### config.mk
export PLATFORM = sky130hd
export DESIGN_NAME = rb_fetch_controller
export DESIGN_NICKNAME = d
export VERILOG_FILES = /design/src/rtl/rb_fetch_controller.sv
export SDC_FILE = /design/constraint.sdc
export NUM_CORES = 1
export LEC_CHECK = 0
export CORE_ASPECT_RATIO = 1.2
export CORE_MARGIN = 2
export CORE_UTILIZATION = 47
export DETAILED_ROUTE_END_ITERATION = 12
export PLACE_DENSITY = 0.73
export SYNTH_ARGS = -nofsm -noshare
export SYNTH_HDL_FRONTEND = slang
export SYNTH_SLANG_ARGS = --single-unit
### constraint.sdc
create_clock -name clk -period 2.6 [get_ports clk]
set_input_delay 0.78 -clock clk [delete_from_list [all_inputs] [get_ports clk]]
set_output_delay 0.78 -clock clk [all_outputs]
set_load 0.02 [all_outputs]
### src/rtl/rb_fetch_controller.sv
// Raster-order fetch sequencer for a K_SIZE-line BRAM row buffer: walks the image, rotates
// row slots, and flags each cycle on which a full K_SIZE x K_SIZE window sits at the buffer output.
module rb_fetch_controller #(
  parameter int unsigned      IMG_W     = 512,
  parameter int unsigned      IMG_H     = 512,
  parameter int unsigned      K_SIZE    = 3,
  parameter int unsigned      PIXEL     = 8,
  parameter int unsigned      EADDR     = 32,
  parameter logic [EADDR-1:0] BASE_ADDR = '0,
  localparam int unsigned     SW        = (K_SIZE > 1) ? $clog2(K_SIZE) : 1,
  localparam int unsigned     CW        = (IMG_W > 1) ? $clog2(IMG_W) : 1,
  localparam int unsigned     RW        = (IMG_H > 1) ? $clog2(IMG_H) : 1
) (
  input  logic             clk,
  input  logic             rst,
  input  logic             start,
  input  logic             pause,
  output logic [EADDR-1:0] e_mem_addr,
  output logic             e_mem_rd,
  output logic             rb_wr_en,
  output logic [SW-1:0]    rb_wr_slot,
  output logic [CW-1:0]    rb_wr_col,
  output logic [SW-1:0]    rb_rd_base,
  output logic             read,
  output logic [RW-1:0]    out_row,
  output logic [CW-1:0]    out_col,
  output logic             busy,
  output logic             complete
);

  localparam logic [CW-1:0]    ColLast     = CW'(IMG_W - 1);
  localparam logic [RW-1:0]    RowLast     = RW'(IMG_H - 1);
  localparam logic [SW-1:0]    SlotLast    = SW'(K_SIZE - 1);
  localparam logic [CW-1:0]    ColFirstWin = CW'(K_SIZE - 1);
  localparam logic [RW-1:0]    RowFirstWin = RW'(K_SIZE - 1);
  localparam logic [EADDR-1:0] LastAddr    = BASE_ADDR + EADDR'(IMG_W * IMG_H - 1);

  typedef enum logic [1:0] {StIdle, StFetch, StFlush, StDone} state_e;

  state_e            state_q, state_d;
  logic [RW-1:0]     row_q, row_d;
  logic [CW-1:0]     col_q, col_d;
  logic [EADDR-1:0]  addr_q, addr_d;
  logic [SW-1:0]     slot_q, slot_d;
  logic              read_q, read_d;
  logic [RW-1:0]     out_row_q, out_row_d;
  logic [CW-1:0]     out_col_q, out_col_d;
  logic [SW-1:0]     rd_base_q, rd_base_d;
  logic              fetch;

  always_comb begin
    state_d   = state_q;
    row_d     = row_q;
    col_d     = col_q;
    addr_d    = addr_q;
    slot_d    = slot_q;
    read_d    = 1'b0;
    out_row_d = out_row_q;
    out_col_d = out_col_q;
    rd_base_d = rd_base_q;
    fetch     = 1'b0;

    unique case (state_q)
      StIdle, StDone: begin
        if (start) begin
          state_d = StFetch;
          row_d   = '0;
          col_d   = '0;
          slot_d  = '0;
          addr_d  = BASE_ADDR;
        end
      end
      StFetch: begin
        if (!pause) begin
          fetch = 1'b1;
          // Window for this pixel is readable next cycle; the oldest row lives one slot ahead.
          if (row_q >= RowFirstWin && col_q >= ColFirstWin) begin
            read_d    = 1'b1;
            out_row_d = row_q - RowFirstWin;
            out_col_d = col_q - ColFirstWin;
            rd_base_d = (slot_q == SlotLast) ? '0 : slot_q + SW'(1);
          end
          if (col_q == ColLast) begin
            if (row_q == RowLast) begin
              state_d = StFlush;
            end else begin
              col_d  = '0;
              row_d  = row_q + RW'(1);
              addr_d = addr_q + EADDR'(1);
              slot_d = (slot_q == SlotLast) ? '0 : slot_q + SW'(1);
            end
          end else begin
            col_d  = col_q + CW'(1);
            addr_d = addr_q + EADDR'(1);
          end
        end
      end
      StFlush: state_d = StDone;
      default: state_d = StIdle;
    endcase
  end

  always_ff @(posedge clk or posedge rst) begin
    if (rst) begin
      state_q   <= StIdle;
      row_q     <= '0;
      col_q     <= '0;
      addr_q    <= '0;
      slot_q    <= '0;
      read_q    <= 1'b0;
      out_row_q <= '0;
      out_col_q <= '0;
      rd_base_q <= '0;
    end else begin
      state_q   <= state_d;
      row_q     <= row_d;
      col_q     <= col_d;
      addr_q    <= addr_d;
      slot_q    <= slot_d;
      read_q    <= read_d;
      out_row_q <= out_row_d;
      out_col_q <= out_col_d;
      rd_base_q <= rd_base_d;
    end
  end

  assign e_mem_addr = addr_q;
  assign e_mem_rd   = fetch;
  assign rb_wr_en   = fetch;
  assign rb_wr_slot = slot_q;
  assign rb_wr_col  = col_q;
  assign rb_rd_base = rd_base_q;
  assign read       = read_q;
  assign out_row    = out_row_q;
  assign out_col    = out_col_q;
  assign busy       = (state_q == StFetch) || (state_q == StFlush);
  assign complete   = (state_q == StDone);

  // Fetches stay inside the frame; PIXEL only sizes the data path outside this block.
  assert property (@(posedge clk) disable iff (rst)
    e_mem_rd |-> (e_mem_addr <= LastAddr && PIXEL > 0));

endmodule
# Yosys cells after proc, flatten, opt, wreduce, memory -nomap -nowiden
# Cells that the tools add are included.
# totals
ff_bits	75
elab_cells	69
# classes
addsub	6
n_lt_le_gt_ge	2
eq_ne	12
muxes	30
bitwise_logic	1
reduce_logical	9
# ops
operator	n
32-bit 2-to-1 mux	4
32-bit case mux with 2 select lines	1
9-bit 2-to-1 mux	7
9-bit case mux with 2 select lines	2
32-bit by 1-bit adder with 32-bit output, second input constant	1
9-bit by 1-bit adder with 9-bit output, second input constant	2
9-bit == test, second input constant	2
9-bit by 2-bit >= comparator with 1-bit output, second input constant	2
2-bit 2-to-1 mux	9
9-bit by 2-bit subtractor with 9-bit output, second input constant	2
2-bit != test, second input constant	5
4-bit AND reduction	2
2-bit == test, second input constant	3
2-bit case mux with 3 select lines	1
1-bit 2-to-1 mux	5
5-bit AND reduction	1
2-bit case mux with 2 select lines	1
3-bit != test, second input constant	1
3-bit AND reduction	1
2-bit by 1-bit adder with 2-bit output, second input constant	1
2-bit by 1-bit == test with 1-bit output, second input constant	1
2-bit zero test	1
2-bit nonzero test	1
2-bit OR reduction	1
other kinds (3)	3

# Longest topological paths before layout
# logic_depth
word_depth	6
depth_mapped	11
depth_no_buf	9

# Worst setup path after synthesis
# Ideal clock, no wire load.
# synth_timing
kind	register to register
from	register col_q[3], in the netlist rb_wr_col[3]
to	register row_q[2]
arrival_ns	2.320
path_slack_ns	0.148
stages_incl_launch_ff	11
n_path_buf	1
path_cell_list	dfrtp_1 -> buf_2 -> and3_1 -> nand2_1 -> nor2_1 -> ha_1 -> or3b_4 -> a21oi_1 -> nand2_1 -> xnor2_1 -> nor2_1
# synth_via
elab_chain_cells	3
# synth_rtl
element	line	text
from (decl)	42	logic [CW-1:0] col_q, col_d;
from (signal assigned)	117	col_q <= col_d;
9-bit == test	83	if (col_q == ColLast) begin
2-bit != test (no source line)	--	
5-bit AND reduction (no source line)	--	
to (signal assigned)	116	row_q <= row_d;
to (decl)	41	logic [RW-1:0] row_q, row_d;
# Every way passes these cells.
# A chain may end at the register's enable or synchronous reset.

# Final worst setup path
# layout_timing
from	register state_q[0]
to	output busy
# layout_via
elab_chain_cells	2
word_cells_on_any_way	3
classes_between	eq/ne (2); reduce/logical (1)
# layout_rtl
element	line	text
from (decl)	40	state_e state_q, state_d;
from (signal assigned)	105	state_q <= StIdle;
from (signal assigned)	115	state_q <= state_d;
2-bit by 1-bit == test with 1-bit output / 2-bit == test (equally long branches)	136	assign busy = (state_q == StFetch) || (state_q == StFlush);
1-bit logical OR *	136	
to (decl)	27	output logic busy,
# Mark *: on every way between the ends. The rest lies on a longest branch, timed or not.

==> reports/qor.csv <==
stage,metric,value,unit
pwr,PwrDens,797,nW/um2
clock_network,root buffer cell,clkbuf_8,
clock_network,H-tree depth,3,
die,Placeable Area,8020,um2
detailed_routing,Routed WL,8.58,mm
layout,fin nets,501,
clock_network,Post CTS Setup Buffer Count,0,
clock_network,clk_lat worst skew,0.35,ns
layout,fin util,62.9,%
place,PortBufs,71,
logic_synthesis,leading area contributor after synthesis,dfrtp_1,
detailed_routing,DRT Pass-1 Iters,4,
sta,Final Max Slew Viols,0,
setup_path,CP startpoint kind,flop,
hold_path,HP Class,flop to flop,
logic_synthesis,Synth warnings,0,
logic_synthesis,number of flops mapped to enable cells by yosys,0,
place,GP Congestion,0.792,
die,Die Wd,86.6,um
clock_network,Max Root-Sink Buffers,2,
grt,first-pass GRT wire length,14.6,mm
logic_synthesis,syn_nets,407,
logic_synthesis,share of the synthesized area in the top cell type,48.8,%
setup_path,critical path class,flop to output port,
sta,final hold violation count,0,
clock_network,clock sink total,75,
logic_synthesis,largest cells by area after synthesis,"dfrtp_1 (49%), nor2_1 (6.4%), xor2_1 (5.7%), ha_1 (4.6%), xnor2_1 (4.6%)",
sta,period utilization,93.4,%
logic_synthesis,synthesized instance count,389,
logic_synthesis,"Avg Cell Area, Syn",9.89,um2
detailed_routing,drt via density,5.35,
setup_path,Crit path largest cell delay,0.42,ns
die,Chip Height,103,um
logic_synthesis,"count leader, synth",dfrtp_1,
detailed_routing,total vias in the final route,3117,
setup_path,cell breakdown of the critical path,"ha_1, inv_1, dlygate4sd2_1",
grt,antenna violations before repair,0,
detailed_routing,Starting DRT DRC Count,153,
setup_path,Critical Path Start,state_q[0],
grt,Overflow after GRT,0,
clock_network,CTS tree,done,
setup_path,reg2reg setup slack,0.20,ns
die,num ports,72,
logic_synthesis,cell area after synthesis,3850,um2
setup_path,"Arr. time, crit path",1.65,ns
sta,Worst Max-Slew Pin Slew,0.638,ns
setup_path,Buf/Inv on CP,2,
setup_path,RR Startpoint,row_q[0],
setup_path,required time worst endpoint,1.82,ns
hold_path,HP Start,out_col[7],
layout,share of post-route cells with drive strength above 1,12.7,%
logic_synthesis,Synth Flop Type,dfrtp_1,
sta,unrepaired setup endpoints after global routing,no,
sta,Final Skew,0.00914,ns
setup_path,worst-path fanout max,4,
detailed_routing,"antenna viol nets, final",0,
layout,Layout area overhead,31.1,%
setup_path,CP max-delay cell,dfrtp_1,
sta,# setup viols final,0,
pwr,maximum vdd ir drop,0.000278,V
job,max-cap violation count,0,
grt,number of global-route vias before repair,3079,
logic_synthesis,"FFs w/ async S/R, synth",100,%
die,Die ar.,8930,um2
logic_synthesis,Commonest cells post-synth,"dfrtp_1 (75), nor2_1 (66), xor2_1 (25)",
detailed_routing,Avg WL per Cell,14.7,um
detailed_routing,Residual DRC,0,
clock_network,Clock transition at path regs,0.07,ns
sta,Tmin final,2.43,ns
grt,pin count of the biggest net entering global routing,76,
clock_network,CTS buffer count,9,
logic_synthesis,post-synthesis register bit count,75,
outcome,status,finished clean,
pwr,Final Power,4.02,mW
logic_synthesis,register area share after synthesis,48.8,%
setup_path,crit path capture type,output port,
logic_synthesis,post-synth cell types,46,
place,dpl hpwl,6.14,mm
pwr,Leakage,2.25,nW
die,Initial Util,48.0,%
layout,ANT cells,0,
die,row cnt,36,
sta,Achievable Freq,412,MHz
setup_path,Crit path max-delay family,buffers and inverters,
grt,GRT Overall Usage,20.6,%
sta,Relative slew margins,57.0,%
-- what timing repair did --
| action | CTS | global route |
|---|---|---|
| resized for setup | 3 | 5 |
| hold buffers | 0 | 0 |
| pin swaps | 0 | 1 |
| setup endpoints to repair | 3 | 5 |
-- registers in the layout, indices dropped and copies added (netlist names) --
signal      flops
out_row         9
out_col         9
read            1
rb_wr_slot      2
rb_wr_col       9
e_mem_addr     32
state_q         2
row_q           9
rb_rd_base      2
-- power by group --
| group | internal, mW | switching (mW) | total, mW |
|---|---|---|---|
| Clock | 0.469 | 0.440 | 0.909 |
| Sequential | 1.34 | 0.113 | 1.46 |
| Combinational | 0.703 | 0.953 | 1.66 |
| Total | 2.52 | 1.51 | 4.02 |
-- routing by layer --
metal | track usage (%) | vias up | share of wire (%)
li1 | - | 1523 | -
met3 | 4.96 | 12 | 4.7
met5 | 0 | - | 0
met2 | 33.8 | 81 | 49
met1 | 27.0 | 1501 | 45
met4 | 6.97 | 0 | 1.4
-- path summary, 6_finish.rpt --
check | end | depth (start not counted)
worst max-delay path | busy | 3
worst min register to register | out_col[7] | 2
worst max register to register | row_q[4] | 8
max in group asynchronous | out_col[8] | 3
worst min-delay path | out_col[7] | 2
min in group asynchronous | rb_rd_base[1] | 3
-- worst reg2reg max path, delay by kind of cell, from the launching register on --
kind / cells / cell delay, ns
compound gates: 2 / 0.40
flops: 1 / 0.45
simple gates: 4 / 1.00
fa+ha+maj: 2 / 0.48
-- area by class of cell --
| cell class | instances | area, um2 |
|---|---|---|
| tap | 95 | 119 |
| inverter | 13 | 52.6 |
| clock inverter | 6 | 65.1 |
| fill | 712 | 2970 |
| timing repair buffer | 97 | 932 |
| clock buffer | 10 | 138 |
| sequential | 75 | 1880 |
| multi-input combinational | 287 | 1860 |
-- cell families after synthesis --
kind of cell             Yosys count  synth area share [%]
AND/OR/NAND/NOR                  170                  22.5
AO/OA/AOI/OAI                     53                  9.14
multiplexers                       5                  1.53
adder cells (fa/ha/maj)           14                  4.55
buffers and inverters             27                  3.22
flip-flops                        75                  48.8
XOR/XNOR                          45                  10.2
-- layout by cell type, fill, tap and decap left out, types with 2 or more instances in the layout --
master / Yosys / routed
clkinv_4: 0 / 2
buf_4: 4 / 23
clkbuf_8: 0 / 10
xnor2_1: 20 / 20
o31ai_1: 3 / 3
a211oi_4: 1 / 2
clkdlybuf4s50_1: 0 / 68
buf_12: 0 / 3
nor4_1: 5 / 5
nand2_1: 23 / 23
a21o_1: 2 / 2
a22o_1: 5 / 5
a21oi_1: 23 / 23
inv_1: 13 / 12
clkbuf_2: 0 / 2
o21ai_0: 9 / 9
nor3_2: 2 / 2
xor2_1: 25 / 25
nor3_1: 7 / 7
or3_1: 6 / 6
mux2_2: 4 / 4
nand2b_1: 3 / 3
clkinv_2: 0 / 2
nor3b_1: 3 / 3
nand4_1: 17 / 17
nor2_1: 66 / 66
clkinvlp_4: 0 / 2
or4_1: 2 / 2
and3_1: 8 / 8
dfrtp_1: 75 / 75
a21boi_0: 2 / 2
nand3_1: 17 / 17
ha_1: 14 / 14
a31oi_1: 2 / 2
-- metrics by stage --
step / TNS [ns] / cell area (um2) / cells / setup slack, ns / hold slack [ns]
3_5_place_dp: -0.504 / 4840 / 567 / -0.253 / 0.498
6_report: 0 / 5040 / 583 / 0.173 / 0.514
2_1_floorplan: 0 / 3850 / 389 / 0.148 / 0.520
4_1_cts: 0 / 5040 / 583 / 0.0108 / 0.519
3_3_place_gp: -0.430 / 4840 / 567 / -0.215 / 0.493
5_1_grt: 0 / 5040 / 583 / 0.0151 / 0.528
Note: power is estimated with default switching activity, not from simulation.
